==> config.mk <==
export PLATFORM = sky130hd
export DESIGN_NAME = pc_sequencer
export DESIGN_NICKNAME = d
export VERILOG_FILES = /design/src/rtl/pc_sequencer.sv
export SDC_FILE = /design/constraint.sdc
export NUM_CORES = 1
export LEC_CHECK = 0
export ABC_AREA = 1
export BUFFER_PORTS_ARGS = -buffer_cell sky130_fd_sc_hd__buf_2
export CORE_MARGIN = 2
export CORE_UTILIZATION = 50
export CTS_BUF_LIST = sky130_fd_sc_hd__clkbuf_8
export CTS_CLUSTER_DIAMETER = 150
export DETAILED_ROUTE_END_ITERATION = 6
export HOLD_SLACK_MARGIN = 0.06
export PLACE_DENSITY = 0.85
export REMOVE_ABC_BUFFERS = 1
export SETUP_SLACK_MARGIN = 0.02
export SLEW_MARGIN = 20
export SYNTH_ARGS = -nofsm -noshare
export SYNTH_HDL_FRONTEND = slang
export SYNTH_SLANG_ARGS = --single-unit
==> constraint.sdc <==
create_clock -name clk -period 1.7 [get_ports clk]
set_input_delay 0.085 -clock clk [delete_from_list [all_inputs] [get_ports clk]]
set_output_delay 0.085 -clock clk [all_outputs]
set_load 0.02 [all_outputs]
==> src/rtl/pc_sequencer.sv <==
// Multi-cycle fetch/execute sequencer: owns the PC, fetches over req/gnt/rvalid, holds the instruction until commit.
// Optional build macro MISALIGN_CHECK_EN adds misalign_trap and a terminal S_TRAP state for taken branches with target[1]=1.
module pc_sequencer #(
    parameter int              XLEN     = 32,
    parameter logic [XLEN-1:0] RESET_PC = '0
) (
    input  logic            clk,
    input  logic            rst,
    output logic            imem_req,
    output logic [XLEN-1:0] imem_addr,
    input  logic            imem_gnt,
    input  logic            imem_rvalid,
    input  logic [XLEN-1:0] imem_rdata,
    output logic            instr_valid,
    output logic [XLEN-1:0] instr,
    output logic [XLEN-1:0] pc,
    output logic [XLEN-1:0] pc_plus4,
    input  logic            ex_done,
    input  logic            stall,
    input  logic            nextPcsrc,
    input  logic [XLEN-1:0] branch_target,
    output logic [31:0]     instret
`ifdef MISALIGN_CHECK_EN
    ,
    output logic            misalign_trap
`endif
);

    typedef enum logic [2:0] {
        S_BOOT,
        S_REQ,
        S_WAIT,
        S_EXEC
`ifdef MISALIGN_CHECK_EN
        ,
        S_TRAP
`endif
    } state_t;

    state_t          r_state;
    state_t          w_state_next;
    logic [XLEN-1:0] r_pc;
    logic [XLEN-1:0] r_instr;
    logic            r_instr_valid;
    logic [31:0]     r_instret;
    logic            w_fetch_done;
    logic            w_commit;
    logic            w_trap;
    logic [XLEN-1:0] w_target;
    logic [XLEN-1:0] w_pc_plus4;

    assign w_pc_plus4   = r_pc + XLEN'(4);
    assign w_target     = branch_target & ~XLEN'(1);
    assign w_fetch_done = ((r_state == S_REQ) && imem_gnt && imem_rvalid) ||
                          ((r_state == S_WAIT) && imem_rvalid);
    assign w_commit     = (r_state == S_EXEC) && ex_done && !stall;
`ifdef MISALIGN_CHECK_EN
    assign w_trap       = w_commit && nextPcsrc && branch_target[1];
`else
    assign w_trap       = 1'b0;
`endif

    always_comb begin
        w_state_next = r_state;
        case (r_state)
            S_BOOT: w_state_next = S_REQ;
            S_REQ: begin
                if (imem_gnt) w_state_next = imem_rvalid ? S_EXEC : S_WAIT;
            end
            S_WAIT: begin
                if (imem_rvalid) w_state_next = S_EXEC;
            end
            S_EXEC: begin
`ifdef MISALIGN_CHECK_EN
                if (w_trap)        w_state_next = S_TRAP;
                else if (w_commit) w_state_next = S_REQ;
`else
                if (w_commit) w_state_next = S_REQ;
`endif
            end
            default: w_state_next = r_state;
        endcase
    end

    always_ff @(posedge clk) begin
        if (rst) begin
            r_state       <= S_BOOT;
            r_pc          <= RESET_PC;
            r_instr       <= '0;
            r_instr_valid <= 1'b0;
            r_instret     <= '0;
        end else begin
            r_state <= w_state_next;
            if (w_fetch_done) begin
                r_instr       <= imem_rdata;
                r_instr_valid <= 1'b1;
            end
            // A trapping commit still retires nothing and leaves pc on the faulting branch.
            if (w_commit) begin
                r_instr_valid <= 1'b0;
                if (!w_trap) begin
                    r_pc      <= nextPcsrc ? w_target : w_pc_plus4;
                    r_instret <= r_instret + 32'd1;
                end
            end
        end
    end

`ifdef MISALIGN_CHECK_EN
    logic r_misalign_trap;
    always_ff @(posedge clk) begin
        if (rst)         r_misalign_trap <= 1'b0;
        else if (w_trap) r_misalign_trap <= 1'b1;
    end
    assign misalign_trap = r_misalign_trap;
`endif

    assign imem_req    = (r_state == S_REQ);
    assign imem_addr   = r_pc;
    assign pc          = r_pc;
    assign pc_plus4    = w_pc_plus4;
    assign instr       = r_instr;
    assign instr_valid = r_instr_valid;
    assign instret     = r_instret;

endmodule

==> summary.txt <==
Yosys
  – Register area share after synthesis: 0.345
  – Cell area after synthesis: between 5000 and 6000 sq um
  – Commonest cells in the netlist: sky130_fd_sc_hd__nand2_1 (337), sky130_fd_sc_hd__nor2_1 (144), sky130_fd_sc_hd__dfxtp_1 (98)
  – Largest area contributor in the synthesized netlist: sky130_fd_sc_hd__dfxtp_1
  – Top-area cell type share of the netlist area: 0.345
  – Predominant post-synthesis flop cell: sky130_fd_sc_hd__dfxtp_1
  – Synth Area per Inst: around 6.2 sq um
  – Top-count cell post-synth: sky130_fd_sc_hd__nand2_1
  – Synthesized netlist cell count: between 900 and 1000
  – Count of synthesis-stage warnings from yosys: 0
  – Flop and latch count out of synthesis: 98
  – Top area cells in the synthesized netlist: sky130_fd_sc_hd__dfxtp_1 (34%), sky130_fd_sc_hd__nand2_1 (22%), sky130_fd_sc_hd__nor2_1 (9.5%)
  – Post-synth ARST share: 0
  – Post-synth cell types: 37
  – Number of enable-type register cells in the synthesized netlist: 0

Pwr
  – Share of total power in sequential cells: 0.442
  – P per Cell Area: between 600 and 700 nW/um^2
  – Relative contribution of the clock network to total power: 0.313
  – Int Pwr: 3.88 mW
  – Net switching power of the design: ~1.9 mW
  – Worst VDD drop: around 500 uV
  – Switching power share of the total: 0.324
  – Leakage power of the design: 3.98 nW
  – Power share of the combinational group: 0.245

Setup path
  – Crit path max fanout: 5
  – Crit start category: register
  – Cell with the largest stage delay on the worst path: sky130_fd_sc_hd__dfxtp_2
  – CP bufs+invs: 1
  – CP delay by family, top: simple AND/OR/NAND/NOR gates
  – Reg2reg end: imem_addr[20]
  – Reg2Reg Launch Point: imem_addr[2]
  – Worst path depth: 8
  – Worst setup path startpoint: imem_addr[2]
  – Depth of the most critical reg-to-reg path: 14
  – Setup slack on the worst flop-to-flop path: -300 ps
  – Largest stage delay on the critical path: about 370 ps
  – Data arrival, critical path: between 1500 and 2000 ps
  – Worst path required time: roughly 1600 ps
  – Category of the worst setup path capture point: output port
  – Setup Crit Path Kind: register to output port
  – Cell Chain, Critical Path: ha_4 > nand3_4 > nor2_4 > nand2_4 > nor2_4 > nand3b_1 > nand2_1 > buf_6
  – Library cell appearing most often on the critical path: sky130_fd_sc_hd__nor2_4

CTS
  – CTS root buffer: sky130_fd_sc_hd__clkbuf_8
  – Max Root-Sink Buffers: 2
  – Number of H-tree levels: 3
  – Clock tree from TritonCTS: yes
  – CTS buffer count: 9
  – Sinks on the clock net: just under 100
  – Clock slew seen by the registers of the worst setup and hold paths: ~110 ps
  – Clock latency on the worst-skew pair: about 380 ps

Cells and area
  – Area added between synthesis and finish: 48.0%
  – Filler cell count: between 700 and 800
  – Fin util: 0.767
  – Number of cells in the finished layout apart from fillers: between 1000 and 1500
  – ANT cells: 0
  – Layout cell share with drive strength beyond 1: 0.333
  – Net total in the final layout: between 1000 and 1500

Placed design
  – Quantity of I/O buffers inserted on ports: between 200 and 250
  – Total placed cells including tap cells: roughly 1300
  – Gp weighted congestion: 0.956
  – Final HPWL from detailed placement: approximately 13000 um

Drt
  – Avg Vias per Cell: about 5.4
  – Post-detailed-routing wire length: roughly 22000 um
  – Number of optimization iterations in the first detailed-route pass: 7
  – DR iter-0 viols: around 740
  – Final routed DRC violation total: 0
  – Final ANT Viol Nets: 0
  – Via total after detailed routing: between 7000 and 8000
  – Average wire per cell in the routed design: 15.9 um

Die
  – Total core area: 11000 sq um
  – Die span in x: between 100 and 150 um
  – Boundary pin count: 233
  – Die outline area: 12200 sq um
  – Height of the die: between 100 and 150 um
  – Starting density of the core: 0.518
  – Count of standard-cell rows: 38

Job
  – Max_cap viols: 0

Global routing
  – Layer carrying the most global-route usage: met2
  – Overall Global Routing Usage: 0.318
  – Met3 Track Usage GR: 0.0618
  – Met1 Use GR: 0.363
  – Largest net degree at the start of global routing: between 40 and 50
  – Vias in the first global route: between 6000 and 7000
  – Number of antenna violations at the first check in global routing: 0
  – Sum of overflow across all layers after global routing: 0
  – First-pass GRT wire length: between 30000 and 40000 um
  – Routing usage on met2: 0.567

Timing
  – Hold violation total from the final report: 0
  – Layout Skew: approximately 10 ps
  – Unrepaired setup endpoints after global routing: true
  – Number of max-slew violations in the final report: 0
  – Post-layout worst setup margin: -321 ps
  – Maximum clock frequency: ~500 MHz
  – Setup-violating endpoint count in the final report: 27
  – Final period demand of the worst path: a little over 2000 ps
  – Crit share post-route: 1.19

Worst hold path
  – Worst min-delay path endpoint: imem_addr[27]
  – Start point of the worst min-delay path: branch_target[27]
  – Cell count of the worst hold path: 5
  – Worst hold path type: primary input to register

Outcome
  – Violations in the final reports: negative setup slack
  – Run status: complete, but fails checks
==> final cells by class <==
type | count | area (sq um) | area share
Clock buffer | 10 | 138 | 0.0163
Sequential cell | 98 | 2020 | 0.240
Timing Repair inverter | 1 | 7.51 | 0.000892
Multi-Input combinational cell | 686 | 3340 | 0.396
Tap cell | 140 | 175 | 0.0208
Timing Repair Buffer | 354 | 2350 | 0.279
Clock inverter | 6 | 96.3 | 0.0114
Inverter | 77 | 294 | 0.0349
==> kinds of logic after synthesis <==
logic type / count (synthesis) / share of synthesized area
AOI/OAI and AO/OA: 105 / 0.0964
xor gates and xnor gates: 14 / 0.0216
adders and majority gates: 6 / 0.0132
buffers and inverters: 139 / 0.116
DFF: 98 / 0.345
muxes: 1 / 0.00176
other: 1 / 0.000659
and+or+nand+nor: 557 / 0.406
==> tightest hold or removal path: stages <==
cell and delay (ps):
sky130_fd_sc_hd__buf_2 90, sky130_fd_sc_hd__nor2_1 50, sky130_fd_sc_hd__nor2_1 100, sky130_fd_sc_hd__nand2_1 60, sky130_fd_sc_hd__nand2_1 40
==> repair_timing <==
action                     4_1_cts  5_1_grt
gates resized for setup         73       63
hold endpoints to repair        61        0
setup endpoints to repair       29       80
hold buffers                    61        0
pin swaps                       16       24
buffers inserted                23        7
gates cloned                     1        0
==> state kept, by name, summed over array words and instances, names as in the netlist <==
name / flops
instret: 32
imem_addr: 31
r_state: 2
instr_valid: 1
instr: 32
==> worst max path at each step <==
stage	slack, ps	end
finish	-320	pc_plus4[20]
floorplan	-790	instr[0]
CTS	-250	pc_plus4[22]
detailed placement	-20	instret[20]
global placement	50	instret[20]
global route	-360	pc_plus4[20]
==> layout by cell type (no fill, tap or decap), types with 11 or more instances in the layout <==
cell type	n
sky130_fd_sc_hd__nand2_1	320
sky130_fd_sc_hd__buf_2	208
sky130_fd_sc_hd__nor2_1	128
sky130_fd_sc_hd__dfxtp_1	76
sky130_fd_sc_hd__buf_4	72
sky130_fd_sc_hd__inv_1	68
sky130_fd_sc_hd__dlygate4sd3_1	61
sky130_fd_sc_hd__a21oi_1	58
sky130_fd_sc_hd__nand3_1	32
sky130_fd_sc_hd__o21ai_0	24
sky130_fd_sc_hd__nand2_2	16
sky130_fd_sc_hd__nor2_2	15
sky130_fd_sc_hd__nor2_4	15
sky130_fd_sc_hd__o21ai_1	12
sky130_fd_sc_hd__dfxtp_4	12
sky130_fd_sc_hd__buf_6	11
==> per-stage QoR <==
step / total power, mW / hold WS, ps / setup WS (ps) / TNS (ps) / cell area [sq um]
after floorplan: 3.25 / 154 / -786 / -32610 / 5330
after global placement: 3.73 / 338 / 53.8 / 0 / 6930
after detailed placement: 3.76 / 343 / -22.4 / -30.6 / 6930
after CTS: 5.65 / 75.7 / -253 / -3800 / 8190
after global routing: 5.96 / 92.3 / -355 / -6710 / 8420
final: 5.74 / 85.5 / -321 / -5570 / 8420
==> power by group through the flow <==
stage               clock network (mW)  registers [mW]  logic [mW]
floorplan                            0            2.77       0.482
global placement                     0            2.58        1.15
detailed placement                   0            2.59        1.18
CTS                               1.81            2.53        1.31
global route                      1.90            2.55        1.50
finish                            1.79            2.54        1.41
==> per-layer routing <==
metal  part of all wire  routed length [um]
met1               0.36                7760
met4              0.060                1310
met2               0.49               10600
met3              0.094                2050
met5                  0                   0
No activity file was read; power rests on OpenSTA's default activity.
